$ cat src/rtl/compare_pipe.sv
// Two-stage elastic multi-lane integer comparator (EQ/NE/LT/LE/GT/GE, signed or unsigned).
// Optional match counter enabled by defining COMPARE_PIPE_STATS_EN.
module compare_pipe #(
    parameter int N      = 10,
    parameter int LANES  = 1,
    parameter int SIGNED = 0,
    parameter int CNT_W  = 16
) (
    input  logic                 clk,
    input  logic                 rstn,
    input  logic                 in_valid,
    output logic                 in_ready,
    input  logic [N*LANES-1:0]   in0,
    input  logic [N*LANES-1:0]   in1,
    input  logic [2:0]           op,
    output logic                 out_valid,
    input  logic                 out_ready,
    output logic [LANES-1:0]     out,
    output logic                 out_all,
    output logic                 out_any,
    output logic                 op_err,
    output logic [CNT_W-1:0]     match_cnt,
    input  logic                 stat_clr
);

    logic                 s1_valid_q, s1_valid_d;
    logic [N*LANES-1:0]   s1_a_q, s1_a_d;
    logic [N*LANES-1:0]   s1_b_q, s1_b_d;
    logic [2:0]           s1_op_q, s1_op_d;

    logic                 s2_valid_q, s2_valid_d;
    logic [LANES-1:0]     out_q, out_d;
    logic                 out_all_q, out_all_d;
    logic                 out_any_q, out_any_d;
    logic                 op_err_q, op_err_d;

    logic                 s1_adv;
    logic                 s2_adv;
    logic [LANES-1:0]     lane_eq;
    logic [LANES-1:0]     lane_lt;
    logic [LANES-1:0]     res;

    // A stage may load whenever it is empty or its successor is draining.
    assign s2_adv   = ~s2_valid_q | out_ready;
    assign s1_adv   = ~s1_valid_q | s2_adv;
    assign in_ready = s1_adv;

    genvar gi;
    generate
        for (gi = 0; gi < LANES; gi++) begin : g_lane
            logic [N-1:0] a_lane;
            logic [N-1:0] b_lane;
            assign a_lane      = s1_a_q[gi*N +: N];
            assign b_lane      = s1_b_q[gi*N +: N];
            assign lane_eq[gi] = (a_lane == b_lane);
            if (SIGNED != 0) begin : g_signed
                assign lane_lt[gi] = ($signed(a_lane) < $signed(b_lane));
            end else begin : g_unsigned
                assign lane_lt[gi] = (a_lane < b_lane);
            end
        end
    endgenerate

    always_comb begin
        res = '0;
        case (s1_op_q)
            3'd0:    res = lane_eq;
            3'd1:    res = ~lane_eq;
            3'd2:    res = lane_lt;
            3'd3:    res = lane_lt | lane_eq;
            3'd4:    res = ~(lane_lt | lane_eq);
            3'd5:    res = ~lane_lt;
            default: res = '0;
        endcase
    end

    always_comb begin
        s1_valid_d = s1_valid_q;
        s1_a_d     = s1_a_q;
        s1_b_d     = s1_b_q;
        s1_op_d    = s1_op_q;
        if (s1_adv) begin
            s1_valid_d = in_valid;
            if (in_valid) begin
                s1_a_d  = in0;
                s1_b_d  = in1;
                s1_op_d = op;
            end
        end

        s2_valid_d = s2_valid_q;
        out_d      = out_q;
        out_all_d  = out_all_q;
        out_any_d  = out_any_q;
        op_err_d   = op_err_q;
        if (s2_adv) begin
            s2_valid_d = s1_valid_q;
            if (s1_valid_q) begin
                out_d     = res;
                out_all_d = &res;
                out_any_d = |res;
                op_err_d  = s1_op_q[2] & s1_op_q[1];
            end
        end
    end

    always_ff @(posedge clk or negedge rstn) begin
        if (!rstn) begin
            s1_valid_q <= 1'b0;
            s1_a_q     <= '0;
            s1_b_q     <= '0;
            s1_op_q    <= '0;
            s2_valid_q <= 1'b0;
            out_q      <= '0;
            out_all_q  <= 1'b0;
            out_any_q  <= 1'b0;
            op_err_q   <= 1'b0;
        end else begin
            s1_valid_q <= s1_valid_d;
            s1_a_q     <= s1_a_d;
            s1_b_q     <= s1_b_d;
            s1_op_q    <= s1_op_d;
            s2_valid_q <= s2_valid_d;
            out_q      <= out_d;
            out_all_q  <= out_all_d;
            out_any_q  <= out_any_d;
            op_err_q   <= op_err_d;
        end
    end

    assign out_valid = s2_valid_q;
    assign out       = out_q;
    assign out_all   = out_all_q;
    assign out_any   = out_any_q;
    assign op_err    = op_err_q;

`ifdef COMPARE_PIPE_STATS_EN
    logic [CNT_W-1:0] cnt_q, cnt_d;

    // Clear has priority; the counter sticks at all-ones instead of wrapping.
    always_comb begin
        cnt_d = cnt_q;
        if (stat_clr) begin
            cnt_d = '0;
        end else if (s2_valid_q & out_ready & out_all_q & ~op_err_q & ~(&cnt_q)) begin
            cnt_d = cnt_q + CNT_W'(1);
        end
    end

    always_ff @(posedge clk or negedge rstn) begin
        if (!rstn) begin
            cnt_q <= '0;
        end else begin
            cnt_q <= cnt_d;
        end
    end

    assign match_cnt = cnt_q;
`else
    logic unused_stat_clr;
    assign unused_stat_clr = stat_clr;
    assign match_cnt       = '0;
`endif

endmodule

$ cat config.mk
export PLATFORM = sky130hd
export DESIGN_NAME = compare_pipe
export DESIGN_NICKNAME = d
export VERILOG_FILES = /design/src/rtl/compare_pipe.sv
export SDC_FILE = /design/constraint.sdc
export NUM_CORES = 1
export LEC_CHECK = 0
export BUFFER_PORTS_ARGS = -buffer_cell sky130_fd_sc_hd__buf_2
export CAP_MARGIN = 30
export CORE_MARGIN = 3
export CORE_UTILIZATION = 53
export DETAILED_ROUTE_END_ITERATION = 6
export PLACE_DENSITY_LB_ADDON = 0.08
export SLEW_MARGIN = 10
export SYNTH_ARGS = -nofsm -noshare
export SYNTH_HDL_FRONTEND = slang
export SYNTH_SLANG_ARGS = --single-unit
$ cat constraint.sdc
create_clock -name clk -period 2.7 [get_ports clk]
set_input_delay 0.405 -clock clk [delete_from_list [all_inputs] [get_ports clk]]
set_output_delay 0.405 -clock clk [all_outputs]
set_load 0.01 [all_outputs]
# After elaboration in Yosys (flattened, before gate mapping)
# Index checks and enable logic that the tools add are counted.
dict set report word_totals {
  register_bits 27
  out_inout_bits 22
  wordCells 27
}
dict set report classes {
  magnitude_cmp 1
  n_eq_ne 6
  mux 1
  bitwise 9
  reduce_logical 3
}
# op n
set op_table {}
lappend op_table {{== test 10 bit} 1}
lappend op_table {{less-than comparator 10 bit} 1}
lappend op_table {{== test 3 x 2 -> 1 bit (second input constant)} 2}
lappend op_table {{== test 3 bit (second input constant)} 2}
lappend op_table {{case mux 1 bit (6 select lines)} 1}
lappend op_table {{inverter 1 bit} 5}
lappend op_table {{AND reduction 2 bit} 2}
lappend op_table {{== test 3 x 1 -> 1 bit (second input constant)} 1}
lappend op_table {{zero test 3 bit} 1}
lappend op_table {{bitwise OR 1 bit} 3}
lappend op_table {{AND 1 bit} 1}

# Longest topological paths before layout
# Gate-level depths: netlist (run 1).
dict set report logic_depth {
  word_depth 4
  mapped_depth 7
  ltp_nobuf 7
}

# Worst setup path before layout (run 1)
# No wires, ideal clock.
dict set report synth_path {
  path_kind {register -> register}
  from {reg s1_a_q[9], in the netlist g_lane[0].a_lane[9]}
  to {reg out_any_q, in the netlist out_any}
  setup_time_ns 0.132
  t_arrival_ns 1.611
  t_required_ns 2.568
  slack_ns 0.958
  stages_incl_launch_ff 7
  path_buffers 0
  period_less_slack_ns 1.742
  cell_sequence {dfrtp_1 ha_1 nand4_2 nor3_1 mux2i_1 nor3_1 or3b_1}
}
dict set report synth_via {
  elab_chain_len 4
  word_cells_on_any_way 7
  classes_between {order compare (1); eq/ne (1); mux (1); bitwise (4)}
}
# item line
set synth_rtl {}
lappend synth_rtl {{start: declaration} 27} ;# logic [N*LANES-1:0] s1_a_q, s1_a_d;
lappend synth_rtl {{start signal: assignment} 110} ;# s1_a_q <= '0;
lappend synth_rtl {{start signal: assignment} 120} ;# s1_a_q <= s1_a_d;
lappend synth_rtl {{less-than comparator 10 bit or == test 10 bit (tied branches)} {59, 55}}
lappend synth_rtl {{bitwise OR 1 bit} {70, 71}}
lappend synth_rtl {{inverter 1 bit} 71} ;# 3'd4: res = ~(lane_lt | lane_eq);
lappend synth_rtl {{case mux 1 bit (6 select lines) *} 66} ;# case (s1_op_q)
lappend synth_rtl {{end signal: assignment} 126} ;# out_any_q <= out_any_d;
lappend synth_rtl {{end: declaration} 34} ;# logic out_any_q, out_any_d;
# Mark *: on every way between the ends. The rest lies on a longest branch, timed or not.
# A chain may end at the register's enable or synchronous reset.

# Final worst setup path (run 1)
# Same ends and word-level chain as after synthesis.

==> results of run 1 <==
worst max-delay path, cell delays in order, from the launching register on:
cell     delay [ns]
dfrtp_1        0.41
ha_1           0.34
nand4_2        0.16
nor3_1         0.29
mux2i_1        0.22
nor3_1         0.06
or3b_1         0.34
logic make-up after synthesis:
kind of cell,Yosys count,share of synthesized area (%)
buffers and inverters,32,12.9
DFF,27,45.8
muxes,24,18.3
and+or+nand+nor,21,8.66
adders and majority gates,10,8.49
AOI/OAI and AO/OA,10,5.01
other,1,0.254
xor gates and xnor gates,1,0.594
metrics by stage:
stage	hold WS, ns	std cells
finish	0.0699	188
global route	0.0894	188
floorplan	0.109	141
detailed placement	0.453	184
global placement	0.435	184
CTS	0.0828	188
cell type report:
| class | instances | area, sq um |
|---|---|---|
| inverter | 12 | 45.0 |
| clock buffer | 4 | 26.3 |
| multi-input combinational | 82 | 664 |
| fill | 225 | 951 |
| tap | 30 | 37.5 |
| timing repair buffer | 33 | 168 |
| sequential | 27 | 676 |
layer usage:
layer	part of all wire, %	track usage, %	vias to the layer above
met5	0	0	-
met4	1.1	4.85	0
met3	7.2	2.63	4
met2	53	28.4	37
met1	38	19.3	445
li1	-	-	460
registers in the layout (all words and copies together), names as in the netlist:
name	cells
op_err	1
out_any	1
out_valid	1
s1_op_q	3
g_lane.a_lane	10
s1_valid_q	1
g_lane.b_lane	10
power groups by stage:
stage | combinational, uW | clock [uW] | sequential, uW
2_1_floorplan | 222 | 0 | 508
3_3_place_gp | 263 | 0 | 510
3_5_place_dp | 273 | 0 | 515
4_1_cts | 274 | 184 | 506
5_1_grt | 308 | 200 | 517
6_report | 268 | 172 | 505
worst paths after layout:
| kind | from | endpoint | slack [ns] | cells past startpoint |
|---|---|---|---|---|
| max in group asynchronous | rstn | s1_op_q[0] | 2.23 | 1 |
| worst min register to register | g_lane[0].b_lane[8] | g_lane[0].b_lane[8] | 0.52 | 1 |
| worst max-delay path | g_lane[0].a_lane[9] | out_any | 0.78 | 6 |
| worst max register to register | g_lane[0].a_lane[9] | out_any | 0.78 | 6 |
| min in group clk | in_valid | s1_valid_q | 0.28 | 2 |
| worst min-delay path | rstn | g_lane[0].a_lane[1] | 0.07 | 1 |
placed cells by master (no fill, tap or decap), drive strengths merged, types with 2 or more instances in the layout:
master and count:
buf 33, dfrtp 27, mux2 23, conb 16
inv 12, ha 10, nand2 6, clkbuf 4
nand2b 3, a21oi 3, nor2b 2, a21o 2
nor3 2, o21ai 2, nand4 2
==> results.cfg, run 1 <==
[global_routing]
grt_pass1_vias = 936
antenna_found_initial = 0
grt.overflow.total = 0
grt_pass1_wl_um = 4170
track_usage_pct = 15.8
grt_start_max_net_pins = 28

[yosys]
ys_seq_area_share_pct = 45.8
synth_largest_area_cell = dfrtp_1
synth_most_common_cell = dfrtp_1
synth_flop_cell = dfrtp_1
synth_top_area_share_pct = 45.8
synth_edf_count = 0
async_flop_share_pct = 100
ys_top_cells_by_area = dfrtp_1 46%, mux2_2 18%, buf_4 9.2%
synth_cells = 126
yosys_warnings = 0
synth-seq-cells = 27
syn_area_sq_um = 1470
syn_area_per_cell_sq_um = 11.7
yosys.cell_types.count = 27
synth_top_cells_by_count = 27 x dfrtp_1, 23 x mux2_2, 18 x buf_4

[power_and_ir_drop]
p_total_uw = 945
power.share.clock_pct = 18.2
combPwrFrac_pct = 28.4
p_sw_uw = 284
p_int_uw = 661
ir_worst_vdd_mv = 0.441
p_sw_share_pct = 30.1
p_seq_share_pct = 53.4
p_leak_uw = 0.000824
pwr_density_cell_nw_per_um2 = 585

[clock_tree]
numCtsBuffers = 3
cts_resized = 0
clkTransAtPathRegs_ns = 0.14
clk_path_buf_depth = 2
clkSinkCount = 27
cts_max_level = 1
hold_buffers = 0
cts_tree = yes
cts-root-buf = clkbuf_4
worstSkewPairLatency_ns = 0.32
post_cts_buffers = 0

[run]
cap_viol_max_count = 0

[drt]
vias_per_cell = 5.03
drc_errors = 0
drt_first_iter_violations = 9
wl_um = 2340
wl_per_cell_um = 12.4
first_pass_iters = 4
drtAntennaViolNets = 0
vias = 946

[final_layout]
antenna_cells = 0
post-route-cell-area_sq_um = 1620
fin_util_pct = 63.0
syn_to_final_growth_pct = 9.68
nNetsFinal = 197
drive_gt1_share_pct = 39.9

[setup_path]
cp.arrival_ns = 2.13
cp.required_ns = 2.92
endpoint_kind = register
crit_fanout = 4
startpoint_type = register
crit_type = register to register

[place]
gp_congestion = 0.702
placed_cell_area_sq_um = 1590
pre_cts_slack_ns = 0.809
portBuffers = 32
dp_hpwl_um = 1830

[die]
core_sq_um = 2570
die_h_um = 58.7
placementRows = 18
die_w_um = 58.7
die_area_sq_um = 3450
start_util_pct = 57.4
ios = 50

[sta]
slew_headroom_pct = 59.7
fin_tns_setup_ns = 0
fin_crit_sh_pct = 71.0
final-hold-violation-count = 0
worstMarginPinSlew_ns = 0.605
slew_violations = 0
fin_ws_ns = 0.784
max_freq_ghz = 0.522
rsz0062_at_grt = false
skew_ns = 0.00297
setup_viol = 0
final.min_clock_period_ns = 1.92

[outcome]
status = completed

[worst_hold_path]
hold_path_class = input pin to async pin
Note: power is estimated with default switching activity, not from simulation.
==> run 2: changes to the inputs <==
--- a/config.mk
+++ b/config.mk
@@ -8,7 +8,7 @@
 export BUFFER_PORTS_ARGS = -buffer_cell sky130_fd_sc_hd__buf_2
 export CAP_MARGIN = 30
 export CORE_MARGIN = 3
-export CORE_UTILIZATION = 53
+export CORE_UTILIZATION = 49
 export DETAILED_ROUTE_END_ITERATION = 6
 export PLACE_DENSITY_LB_ADDON = 0.08
 export SLEW_MARGIN = 10
==> constraint.sdc (replaced) <==
create_clock -name clk -period 1.91 [get_ports clk]
set_input_delay 0.2865 -clock clk [delete_from_list [all_inputs] [get_ports clk]]
set_output_delay 0.2865 -clock clk [all_outputs]
set_load 0.01 [all_outputs]
==> run 2 against run 1 <==
Against the previous run:
- register-to-register slack worse by 0.73 ns
- sequential power increased by 42%
- global-route usage decreased by 2.9 points
- fmax rose by 3.2%
- non-clock buffer count increased by 3
- critical path depth stayed put
- worst setup slack got worse by 0.73 ns
- wire length rose by 0.47%
- final area up 4.9%
- clock-buffer cell count did not move
- die area increased by 7.3%
- critical path type unchanged
- largest cell class is now multi-input combinational cells
- highest routed layer unchanged
==> results.cfg, run 2 (synthesized netlist as in run 1, its figures left out) <==
[die]
placementRows = 19
die_w_um = 60.8
ios = 50
die_h_um = 60.8
core_sq_um = 2810
die_area_sq_um = 3700
start_util_pct = 52.5

[setup_path]
crit_fanout = 3
timing.rr.start = g_lane[0].a_lane[3]
crit_type = register to register
reg2regPathDepth = 6
startpoint_type = register
r2r_setup_slack_ns = 0.05
endpoint_kind = register
crit_start = g_lane[0].a_lane[3]
cp.required_ns = 2.13
cp.arrival_ns = 2.07
reg2reg_to = out_any

[global_routing]
met1_usage_pct = 15.1
grt_pass1_vias = 877
grt_start_max_net_pins = 28
track_usage_pct = 13.0
busiest_layer = met2
grt.overflow.total = 0
grt_util_met3_pct = 1.91
antenna_found_initial = 0
grt_pass1_wl_um = 3540
use_met2_pct = 23.5

[place]
gp_congestion = 0.690
dp_hpwl_um = 1760
portBuffers = 32
placed_cell_area_sq_um = 1590

[power_and_ir_drop]
p_sw_share_pct = 30.9
p_seq_share_pct = 51.4
combPwrFrac_pct = 31.2
pwr_density_cell_nw_per_um2 = 822
p_int_uw = 963
p_leak_uw = 0.000836
p_total_uw = 1390
ir_worst_vdd_mv = 0.531
p_sw_uw = 431
power.share.clock_pct = 17.4

[worst_hold_path]
min_to = s1_valid_q
hp-start = in_valid
hold_path_class = input pin to register
min_path_cells = 2

[sta]
final.min_clock_period_ns = 1.86
max_freq_ghz = 0.538
slew_headroom_pct = 60.3
worstMarginPinSlew_ns = 0.595
slew_violations = 0
skew_ns = 0.00303
fin_crit_sh_pct = 97.2
final-hold-violation-count = 0
setup_viol = 0

[outcome]
status = completed

[final_layout]
most-common-layout-cells = 32 x buf_2, 27 x dfrtp_1, 23 x mux2_2
drive_gt1_share_pct = 44.1
post-route-cell-area_sq_um = 1700
syn_to_final_growth_pct = 15.0
nNetsFinal = 200
antenna_cells = 0
fin_util_pct = 60.4
layout_commonest_cell = buf_2

[drt]
wl_um = 2350
first_pass_iters = 4
wl_per_cell_um = 12.2
drc_errors = 0
vias_per_cell = 5.04
drt_first_iter_violations = 21
drtAntennaViolNets = 0
vias = 968

[clock_tree]
cts-root-buf = clkbuf_4
clkTransAtPathRegs_ns = 0.14
cts_tree = yes
worstSkewPairLatency_ns = 0.32
clkSinkCount = 27
clk_path_buf_depth = 2
cts_max_level = 1
numCtsBuffers = 3

[run]
cap_viol_max_count = 0
run 2: cell count changes in the layout (fill, tap and decap cells not counted), moves of 2 or more:
cell     previous run  this run
a21oi_1             3         1
a21oi_2             0         2
buf_4               1         3
ha_1               10         8
ha_4                0         2
run 2: per-stage QoR:
step	hold slack [ns]	TNS, ns	worst slack, ns	instances
after CTS	0.147	0	0.0295	190
after global placement	0.319	0	0.0749	185
after detailed placement	0.340	0	0.0790	185
after global routing	0.165	-0.0231	-0.0231	192
after floorplan	-0.00909	0	0.168	141
final	0.161	0	0.0527	192
run 2: power by group through the flow:
stage          combinational, uW  clock, uW  sequential, uW
2_1_floorplan                313          0             718
3_3_place_gp                 373          0             721
3_5_place_dp                 386          0             725
4_1_cts                      389        259             713
5_1_grt                      490        276             728
6_report                     435        243             717
run 2: critical path, cell delays in order (launching register included):
cell and delay [ns]:
dfrtp_1 0.41, ha_1 0.30, nand4_1 0.20, o21bai_1 0.24
a21oi_2 0.15, o31ai_1 0.08, or3b_1 0.38
run 2: timing repair:
| action | in CTS | in global routing |
|---|---|---|
| resized for setup | 0 | 8 |
| setup buffers | 0 | 2 |
| hold buffers | 1 | 0 |
| hold endpoints to repair | 27 | 0 |
| endpoints found under the setup margin | 0 | 1 |
run 2: routing by layer:
metal  vias up  wire [um]
li1        468          -
met1       458        964
met2        37       1220
met3         5        138
met4         0         31
met5         -          0
run 2: layout make-up:
cell class / count / area, sq um
flip-flops and latches: 27 / 676
clock buffers: 4 / 26.3
multi-input cells: 82 / 717
repair buffers: 36 / 193
well taps: 31 / 38.8
inverters: 12 / 45.0
fillers: 252 / 1110
run 2: how the worst max path moves through the flow:
| stage | to | slack, ns | cells after the start |
|---|---|---|---|
| final | out_any | 0.05 | 6 |
| after global routing | out_any | -0.02 | 7 |
| after CTS | out_any | 0.03 | 6 |
| after detailed placement | out_any | 0.08 | 6 |
| after global placement | out_any | 0.07 | 6 |
| after floorplan | out_any | 0.17 | 6 |
==> run 3: changes to the inputs <==
--- a/config.mk
+++ b/config.mk
@@ -7,9 +7,11 @@
 export LEC_CHECK = 0
 export BUFFER_PORTS_ARGS = -buffer_cell sky130_fd_sc_hd__buf_2
 export CAP_MARGIN = 30
+export CORE_ASPECT_RATIO = 1.5
 export CORE_MARGIN = 3
 export CORE_UTILIZATION = 49
 export DETAILED_ROUTE_END_ITERATION = 6
+export GPL_TIMING_DRIVEN = 0
 export PLACE_DENSITY_LB_ADDON = 0.08
 export SLEW_MARGIN = 10
 export SYNTH_ARGS = -nofsm -noshare
==> run 3 against run 2 <==
Against the previous run:
- wire length grew 17%
- combinational power grew 17%
- sequential cell count unchanged
- die area rose by 0.36%
- highest routed layer unchanged
==> results.cfg, run 3 (synthesized netlist as in run 1, its figures left out) <==
[place]
dp_hpwl_um = 2150
pre_cts_slack_ns = 0.00659
portBuffers = 32
gp_congestion = 0.784

[drt]
drt_first_iter_violations = 10
top_layer = met4
vias = 1010
wl_per_cell_um = 12.8
first_pass_iters = 4
dr_wl_met2_um = 1590
drtAntennaViolNets = 0
wl_um = 2740
drc_errors = 0
vias_per_cell = 4.70
wl_met3_um = 135
wl_met1_um = 997

[sta]
skew_ns = 0.00307
worstMarginPinSlew_ns = 0.612
fin_crit_sh_pct = 97.2
setup_viol = 0
final-hold-violation-count = 0
slew_headroom_pct = 59.2
fin_tns_setup_ns = 0
worst_hold_slack_ns = 0.0218
fin_ws_ns = 0.0536
slew_violations = 0
rsz0062_at_grt = true
max_freq_ghz = 0.539
final.min_clock_period_ns = 1.86

[clock_tree]
cts_tree = yes
hold_buffers = 0
worstSkewPairLatency_ns = 0.27
numCtsBuffers = 3
clk_path_buf_depth = 2
clkSinkCount = 27
cts-root-buf = clkbuf_8
cts_max_level = 1
clkTransAtPathRegs_ns = 0.09

[power_and_ir_drop]
pwr_density_cell_nw_per_um2 = 821
p_leak_uw = 0.000945
ir_worst_vdd_mv = 0.655

[global_routing]
antenna_found_initial = 0
grt_pass1_vias = 990
grt_pass1_wl_um = 4240
grt_start_max_net_pins = 28
grt.overflow.total = 0
track_usage_pct = 14.9

[setup_path]
worstSetupEndpoint = out_any
endpoint_kind = register
reg2reg_to = out_any
timing.rr.start = g_lane[0].b_lane[3]
startpoint_type = register
crit_start = g_lane[0].b_lane[3]
cp.required_ns = 2.06
r2r_setup_slack_ns = 0.05
crit_fanout = 3
reg2regPathDepth = 7
crit_type = register to register
cp.arrival_ns = 2.01

[die]
ios = 50
die_w_um = 50.8
die_area_sq_um = 3720
die_h_um = 73.2
placementRows = 23
start_util_pct = 53.4
core_sq_um = 2760

[final_layout]
most-common-layout-cells = 34 x buf_2, 27 x dfrtp_1, 23 x mux2_2
antenna_cells = 0
layout_commonest_cell = buf_2
syn_to_final_growth_pct = 27.8
drive_gt1_share_pct = 51.1
fin_util_pct = 68.2
nNetsFinal = 217

[worst_hold_path]
hold_path_class = input pin to async pin

[outcome]
status = completed

[run]
cap_viol_max_count = 0
run 3: per-layer routing:
metal | vias to the layer above | GRT usage (%)
li1 | 497 | -
met1 | 480 | 16.5
met2 | 31 | 28.2
met3 | 2 | 2.25
met4 | 0 | 5.39
met5 | - | 0
run 3: metrics by stage:
step	area, sq um	cells	total power [uW]
global placement	1740	210	1140
global route	1880	215	1650
finish	1880	215	1550
floorplan	1530	141	1030
detailed placement	1740	210	1160
CTS	1790	214	1480
run 3: timing repair:
action,CTS,global route
resized for setup,1,9
setup endpoints to repair,1,1
pin swaps,0,6
buffers inserted,0,1
run 3: cell type report:
type                            instances  area, sq um
Buffer                                 20          145
Inverter                               12         45.0
Clock buffer                            4         45.0
Fill cell                             227          878
Sequential cell                        27          676
Multi-Input combinational cell         82          759
Timing Repair Buffer                   33          168
Tap cell                               37         46.3
run 3: power by group:
part	internal (uW)	total, uW	switching, uW
clock network	149	314	165
registers	658	725	66.7
logic	279	508	229
total	1090	1550	461
run 3: worst max-delay path, cell delays in order (launching register included):
cell	delay, ns
dfrtp_1	0.36
inv_1	0.07
ha_4	0.26
nand4_1	0.20
o21bai_1	0.23
a21oi_1	0.16
o31ai_1	0.08
or3b_1	0.37
run 3: worst min path at each step:
stage                          endpoint  slack [ns]
CTS                 g_lane[0].a_lane[0]        0.04
detailed placement  g_lane[0].a_lane[0]        0.34
global placement    g_lane[0].a_lane[0]        0.32
finish              g_lane[0].a_lane[0]        0.02
floorplan           g_lane[0].a_lane[0]      -0.009
global route        g_lane[0].a_lane[0]        0.06
